===== src/rtl/dvi_timing_gen.sv =====
// Raster timing sequencer feeding three TMDS encoder lanes: den/hsync/vsync plus pixel data.
// Latency: 1 clk from counter state to all outputs except the combinational pix_ready.
// Backpressure: pix_ready is high only in active video; a missing pixel shows as black and sets underflow.
module dvi_timing_gen #(
    parameter int H_ACTIVE   = 640,
    parameter int H_FRONT    = 16,
    parameter int H_SYNC     = 96,
    parameter int H_BACK     = 48,
    parameter int V_ACTIVE   = 480,
    parameter int V_FRONT    = 10,
    parameter int V_SYNC     = 2,
    parameter int V_BACK     = 33,
    parameter bit H_SYNC_POL = 1'b0,
    parameter bit V_SYNC_POL = 1'b0,
    parameter int W_CTR      = 12
) (
    input  logic        clk,
    input  logic        rst,
    input  logic        en,
    input  logic [23:0] pix_data,
    input  logic        pix_valid,
    output logic        pix_ready,
    output logic        den,
    output logic [1:0]  c0,
    output logic [1:0]  c1,
    output logic [1:0]  c2,
    output logic [7:0]  d0,
    output logic [7:0]  d1,
    output logic [7:0]  d2,
    output logic        line_start,
    output logic        frame_start,
    output logic        underflow,
    input  logic        underflow_clr
);

    localparam int H_TOTAL = H_ACTIVE + H_FRONT + H_SYNC + H_BACK;
    localparam int V_TOTAL = V_ACTIVE + V_FRONT + V_SYNC + V_BACK;

    if (H_TOTAL > (1 << W_CTR) || V_TOTAL > (1 << W_CTR)) begin : g_width_err
        $error("dvi_timing_gen: raster totals do not fit in W_CTR bits");
    end
    if (H_ACTIVE < 1 || H_FRONT < 1 || H_SYNC < 1 || H_BACK < 1 ||
        V_ACTIVE < 1 || V_FRONT < 1 || V_SYNC < 1 || V_BACK < 1) begin : g_len_err
        $error("dvi_timing_gen: zero-length raster region");
    end

    localparam logic [W_CTR-1:0] H_ACT_END  = W_CTR'(H_ACTIVE);
    localparam logic [W_CTR-1:0] H_SYNC_BEG = W_CTR'(H_ACTIVE + H_FRONT);
    localparam logic [W_CTR-1:0] H_SYNC_END = W_CTR'(H_ACTIVE + H_FRONT + H_SYNC);
    localparam logic [W_CTR-1:0] H_LAST     = W_CTR'(H_TOTAL - 1);
    localparam logic [W_CTR-1:0] V_ACT_END  = W_CTR'(V_ACTIVE);
    localparam logic [W_CTR-1:0] V_SYNC_BEG = W_CTR'(V_ACTIVE + V_FRONT);
    localparam logic [W_CTR-1:0] V_SYNC_END = W_CTR'(V_ACTIVE + V_FRONT + V_SYNC);
    localparam logic [W_CTR-1:0] V_LAST     = W_CTR'(V_TOTAL - 1);
    localparam logic [W_CTR-1:0] CTR_ONE    = W_CTR'(1);

    logic [W_CTR-1:0] hctr;
    logic [W_CTR-1:0] vctr;
    logic             h_act;
    logic             v_act;
    logic             h_sync;
    logic             v_sync;
    logic             h_zero;
    logic             v_zero;
    logic             hsync_q;
    logic             vsync_q;
    logic [23:0]      pix_q;

    assign h_act  = hctr < H_ACT_END;
    assign v_act  = vctr < V_ACT_END;
    assign h_sync = (hctr >= H_SYNC_BEG) && (hctr < H_SYNC_END);
    assign v_sync = (vctr >= V_SYNC_BEG) && (vctr < V_SYNC_END);
    assign h_zero = hctr == '0;
    assign v_zero = vctr == '0;

    assign pix_ready = en & h_act & v_act;

    // Counters park at 0 while disabled so re-enable always starts a full frame.
    always_ff @(posedge clk or posedge rst) begin
        if (rst) begin
            hctr <= '0;
            vctr <= '0;
        end else if (!en) begin
            hctr <= '0;
            vctr <= '0;
        end else if (hctr == H_LAST) begin
            hctr <= '0;
            vctr <= (vctr == V_LAST) ? '0 : vctr + CTR_ONE;
        end else begin
            hctr <= hctr + CTR_ONE;
        end
    end

    always_ff @(posedge clk or posedge rst) begin
        if (rst) begin
            den         <= 1'b0;
            pix_q       <= '0;
            hsync_q     <= ~H_SYNC_POL;
            vsync_q     <= ~V_SYNC_POL;
            line_start  <= 1'b0;
            frame_start <= 1'b0;
            underflow   <= 1'b0;
        end else begin
            den         <= pix_ready;
            pix_q       <= (pix_ready && pix_valid) ? pix_data : 24'h0;
            hsync_q     <= (en && h_sync) ? H_SYNC_POL : ~H_SYNC_POL;
            vsync_q     <= (en && v_sync) ? V_SYNC_POL : ~V_SYNC_POL;
            line_start  <= pix_ready & h_zero;
            frame_start <= pix_ready & h_zero & v_zero;
            // A new starved pixel outranks a clear in the same clk.
            if (pix_ready && !pix_valid) begin
                underflow <= 1'b1;
            end else if (underflow_clr) begin
                underflow <= 1'b0;
            end
        end
    end

    assign c0 = {vsync_q, hsync_q};
    assign c1 = 2'b00;
    assign c2 = 2'b00;
    assign d2 = pix_q[23:16];
    assign d1 = pix_q[15:8];
    assign d0 = pix_q[7:0];

endmodule


===== config.mk =====
export PLATFORM = sky130hd
export DESIGN_NAME = dvi_timing_gen
export DESIGN_NICKNAME = d
export VERILOG_FILES = /design/src/rtl/dvi_timing_gen.sv
export SDC_FILE = /design/constraint.sdc
export NUM_CORES = 1
export LEC_CHECK = 0
export ABC_AREA = 1
export ABC_CLOCK_PERIOD_IN_PS = 3400
export CAP_MARGIN = 20
export CORE_MARGIN = 2
export CORE_UTILIZATION = 40
export DETAILED_ROUTE_END_ITERATION = 16
export PLACE_DENSITY = 0.63
export SYNTH_ARGS = -nofsm -noshare
export SYNTH_HDL_FRONTEND = slang
export SYNTH_SLANG_ARGS = --single-unit
export TNS_END_PERCENT = 20

===== constraint.sdc =====
create_clock -name clk -period 3.4 [get_ports clk]
set_input_delay 1.02 -clock clk [delete_from_list [all_inputs] [get_ports clk]]
set_output_delay 1.02 -clock clk [all_outputs]
set_load 0.01 [all_outputs]

Word level (Yosys, flattened, before mapping)
Cells that the tools add are included.
{"block": "classes", "n_addsub": 2, "multipliers": 0, "div_mod_pow": 0, "order_cmp": 6, "eq_ne": 3, "shifts": 0, "mux": 10, "bitwise": 4, "reduce_logical": 10}
{"op": "12-bit 2-to-1 mux", "count": 5}
{"op": "12-bit by 1-bit adder with 12-bit output, second input constant", "count": 2}
{"op": "12-bit by 10-bit equality test with 1-bit output, second input constant", "count": 2}
{"op": "12-bit logical NOT", "count": 2}
{"op": "12-bit by 10-bit < comparator with 1-bit output, second input constant", "count": 2}
{"op": "12-bit by 9-bit < comparator with 1-bit output, second input constant", "count": 2}
{"op": "24-bit 2-to-1 mux", "count": 1}
{"op": "12-bit by 10-bit greater-or-equal comparator with 1-bit output, second input constant", "count": 1}
{"op": "12-bit by 9-bit greater-or-equal comparator with 1-bit output, second input constant", "count": 1}
{"op": "1-bit logical AND", "count": 6}
{"op": "1-bit AND", "count": 4}
{"op": "1-bit 2-to-1 mux", "count": 4}
{"op": "2-bit by 1-bit != test with 1-bit output, second input constant", "count": 1}
{"op": "2-bit nonzero test", "count": 1}
{"op": "1-bit logical NOT", "count": 1}
{"block": "word_totals", "regBits": 54, "latch_bits": 0, "ram_bits": 0, "rom_bits": 0, "out_inout_bits": 35, "memories": 0}

Logic depth before layout (Yosys ltp)
{"block": "depth", "word_depth": 5, "depth_mapped": 9, "ltp_nobuf": 9}

Worst setup path after synthesis
Ideal clock, no wire load.
{"block": "synth_timing", "kind": "input to output", "startpoint": "input en", "endpoint": "output pix_ready", "t_arrival_ps": 1451, "t_required_ps": 2380, "path_slack_ps": 929, "cell_stages": 2, "n_path_buf": 0, "cell_sequence": "nand4_2 > nor3_4"}
{"block": "synth_via", "elab_chain_len": 2}
{"item": "start: declaration", "line": "19", "rtl": "input logic en,"}
{"item": "1-bit AND (2 in series)", "line": "76", "rtl": "assign pix_ready = en & h_act & v_act;"}
{"item": "end: declaration", "line": "22", "rtl": "output logic pix_ready,"}
Every way passes these cells.

Final worst setup path
Same ends and word-level chain as after synthesis.

==> flow_metrics.env <==
export IMPL_status="completed"
export IMPL_antenna_found_initial=0
export IMPL_setup_ws_ns=0.1871
export IMPL_final_cell_mix="clkdlybuf4s50_1, inv_1, dfrtp_1"
export IMPL_htreeDepth=2
export IMPL_layout_commonest_cell="clkdlybuf4s50_1"
export IMPL_design_area_sq_mm=0.003452
export IMPL_place_area_sq_mm=0.003343
export IMPL_postCtsSetupRepairBufs=0
export IMPL_syn_area_per_cell_sq_um=8.939
export IMPL_vias_per_cell=4.481
export IMPL_rows=30
export IMPL_die_w_um=86.43
export IMPL_peakVddDrop_v=0.0001969
export IMPL_firstDrtPassIters=4
export IMPL_syn_cell_area_sq_mm=0.002718
export IMPL_gp_congestion=0.8573
export IMPL_grt_pass1_wl_mm=9.059
export IMPL_critical_path_max_stage_delay_ns=0.50
export IMPL_ys_seq_area_share_pct=49.82
export IMPL_track_usage_pct=15.32
export IMPL_slew_viol_final=0
export IMPL_leakage_uw=0.001650
export IMPL_total_power_uw=1253
export IMPL_dp_hpwl_mm=3.883
export IMPL_rsz0062_at_grt="no"
export IMPL_yosysUniqueCellTypes=34
export IMPL_fin_skew_ns=0.005845
export IMPL_ant_nets=0
export IMPL_crit_path_end_kind="primary output"
export IMPL_cts_tree="done"
export IMPL_crit_fanout=2
export IMPL_cts_sinks=54
export IMPL_fin_crit_sh_pct=94.50
export IMPL_routedWlPerCell_um=11.56
export IMPL_synth_seq_cells=54
export IMPL_power_per_cell_area_mw_per_mm2=362.8
export IMPL_arrival_ns=2.19
export IMPL_fill_cells=654
export IMPL_core_area_sq_mm=0.006681
export IMPL_clk_path_buf_depth=2
export IMPL_dr_total_vias=1994
export IMPL_min_path_type="reg -> reg"
export IMPL_cp_num_buf_inv=2
export IMPL_grt_pass1_vias=1990
export IMPL_final_seq_area_sq_mm=0.001354
export IMPL_antenna_cells=0
export IMPL_ios=64
export IMPL_fmax_mhz=311.3
export IMPL_gr_total_overflow=0
export IMPL_min_period_ns=3.213
export IMPL_synth_cells=304
export IMPL_clk_pin_slew_ns=0.09
export IMPL_hold_viol=0
export IMPL_tightest_slew_ns=0.6227
export IMPL_cap_violations=0
export IMPL_io_buffers=59
export IMPL_die_h_um=86.43
export IMPL_crit_path_start_kind="input pin"
export IMPL_multi_input_area_sq_mm=0.001022
export IMPL_slowest_stage="clkdlybuf4s50_1"
export IMPL_yosysWarnings=0
export IMPL_start_util_pct=40.67
export IMPL_clk_latency_ns=0.31
export IMPL_maxSlewHeadroom_pct=58.45
export IMPL_worstSetupPathType="in -> out"
export IMPL_layout_nets=397
export IMPL_cts_made_buffers=5
export IMPL_fin_cells=445
export IMPL_layout_drive_gt1_share_pct=13.42
export IMPL_die_area_sq_mm=0.007469
export IMPL_synthToLayoutAreaGrowth_pct=27.03
export IMPL_setup_violations=0
export IMPL_r2r_slack_ns=1.46
export IMPL_worstPathCellList="clkdlybuf4s50_1 > nand4_2 > nor3_4 > dlygate4sd2_1"
export IMPL_place_ws_ns=-0.09704
export IMPL_required_ns=2.38
export IMPL_grt_max_degree=31
export IMPL_cts_root_buf="clkbuf_8"
export IMPL_dp_cells=437
export IMPL_drc_errors=0
export IMPL_critPathTopFamily="buffers and inverters"
export IMPL_drt_iter0_drc=131
export IMPL_wirelength_mm=5.145
cell type report:
cell class,count,area share [%]
Multi-Input combinational cell,177,29.61
Clock inverter,2,1.087
Inverter,64,6.995
Sequential cell,54,39.22
Tap cell,80,2.900
Clock buffer,6,2.102
Timing Repair Buffer,62,18.09
worst reg2reg max path: cells and delay by family, from the launching register on:
kind            cells  cell delay [ns]
flops               1             0.42
fa+ha+maj           1             0.23
simple gates        3             0.56
compound gates      2             0.27
buf+inv             2             0.39
per-layer routing:
| metal | share of wire (%) | track usage [%] | routed length, um | vias up |
|---|---|---|---|---|
| li1 | - | - | - | 1032 |
| met1 | 46 | 20.01 | 2343 | 888 |
| met2 | 42 | 22.80 | 2180 | 68 |
| met3 | 11 | 7.333 | 561 | 6 |
| met4 | 1.1 | 4.261 | 59 | 0 |
| met5 | 0 | 0 | 0 | - |
flip-flops by register name, indices dropped and copies added (netlist names):
| register | cells |
|---|---|
| pix_q | 24 |
| hctr | 12 |
| vctr | 12 |
| den | 1 |
| frame_start | 1 |
| hsync_q | 1 |
| line_start | 1 |
| underflow | 1 |
| vsync_q | 1 |
cell usage after synthesis:
cell type  count  area (sq um)
o22ai_2        1         12.51
nor2_2         3         18.77
nor2_1        26         97.59
buf_4          6         45.04
nand4_2        1         12.51
nand3_1       15         75.07
nor2_4        20         225.2
buf_12         2         40.04
nand2_2        5         31.28
inv_2          3         11.26
a21oi_1       10         50.05
buf_2          3         15.01
conb_1         1         3.750
nand4_1        7         43.79
nor4_1         3         18.77
nor3_1         4         20.02
nand2_4        1         11.26
clkinv_1       2         7.510
dfstp_2        2         52.55
nor3b_1        1         7.510
nand3b_1       2         15.01
nor3_4         1         16.27
dfrtp_1       52          1301
nand2_1       48         180.2
o21ai_0        7         35.03
inv_1         58         217.7
buf_6          1         11.26
clkinv_2       1         5.000
ha_1           4         50.05
or2_1          1         6.260
o2111ai_1      1         8.760
xnor2_1        1         8.760
xor2_1         2         17.52
o21ai_1        9         45.04
what timing repair did:
action	in CTS	in global routing
endpoints found under the setup margin	1	0
resized for setup	1	0
hold buffers	0	0
power breakdown:
| group | leakage [uW] | switching, uW | internal, uW | total, uW |
|---|---|---|---|---|
| logic | 0.000872 | 75.5 | 75.9 | 151 |
| clock network | 0.0000514 | 215 | 220 | 435 |
| registers | 0.000726 | 6.68 | 659 | 666 |
| total | 0.00165 | 297 | 955 | 1250 |
final timing paths:
check                      startpoint   endpoint  cells past startpoint
min in group asynchronous         rst  pix_q[19]                      2
min                           hctr[0]    hctr[0]                      1
max                                en  pix_ready                      4
min reg2reg                   hctr[0]    hctr[0]                      1
max reg2reg                   hctr[0]    hctr[4]                      8
max in group asynchronous         rst    hctr[4]                      3
cells by family after synthesis:
logic type	Yosys count	share of synthesized area, %
compound gates	28	5.571
buf+inv	76	12.98
flops	54	49.82
fa+ha+maj	4	1.842
other cells	1	0.1380
simple gates	138	28.68
xor+xnor	3	0.9670
through the flow:
| stage | setup TNS (ns) | hold slack [ns] | utilization (%) |
|---|---|---|---|
| 6_report | 0 | 0.4925 | 51.67 |
| 5_1_grt | 0 | 0.5423 | 51.67 |
| 4_1_cts | 0 | 0.4998 | 51.67 |
| 3_5_place_dp | -0.09704 | 0.4845 | 50.04 |
| 3_3_place_gp | -0.09041 | 0.4806 | 50.04 |
| 2_1_floorplan | 0 | 0.4547 | - |
(Power assumes the default switching activity.)
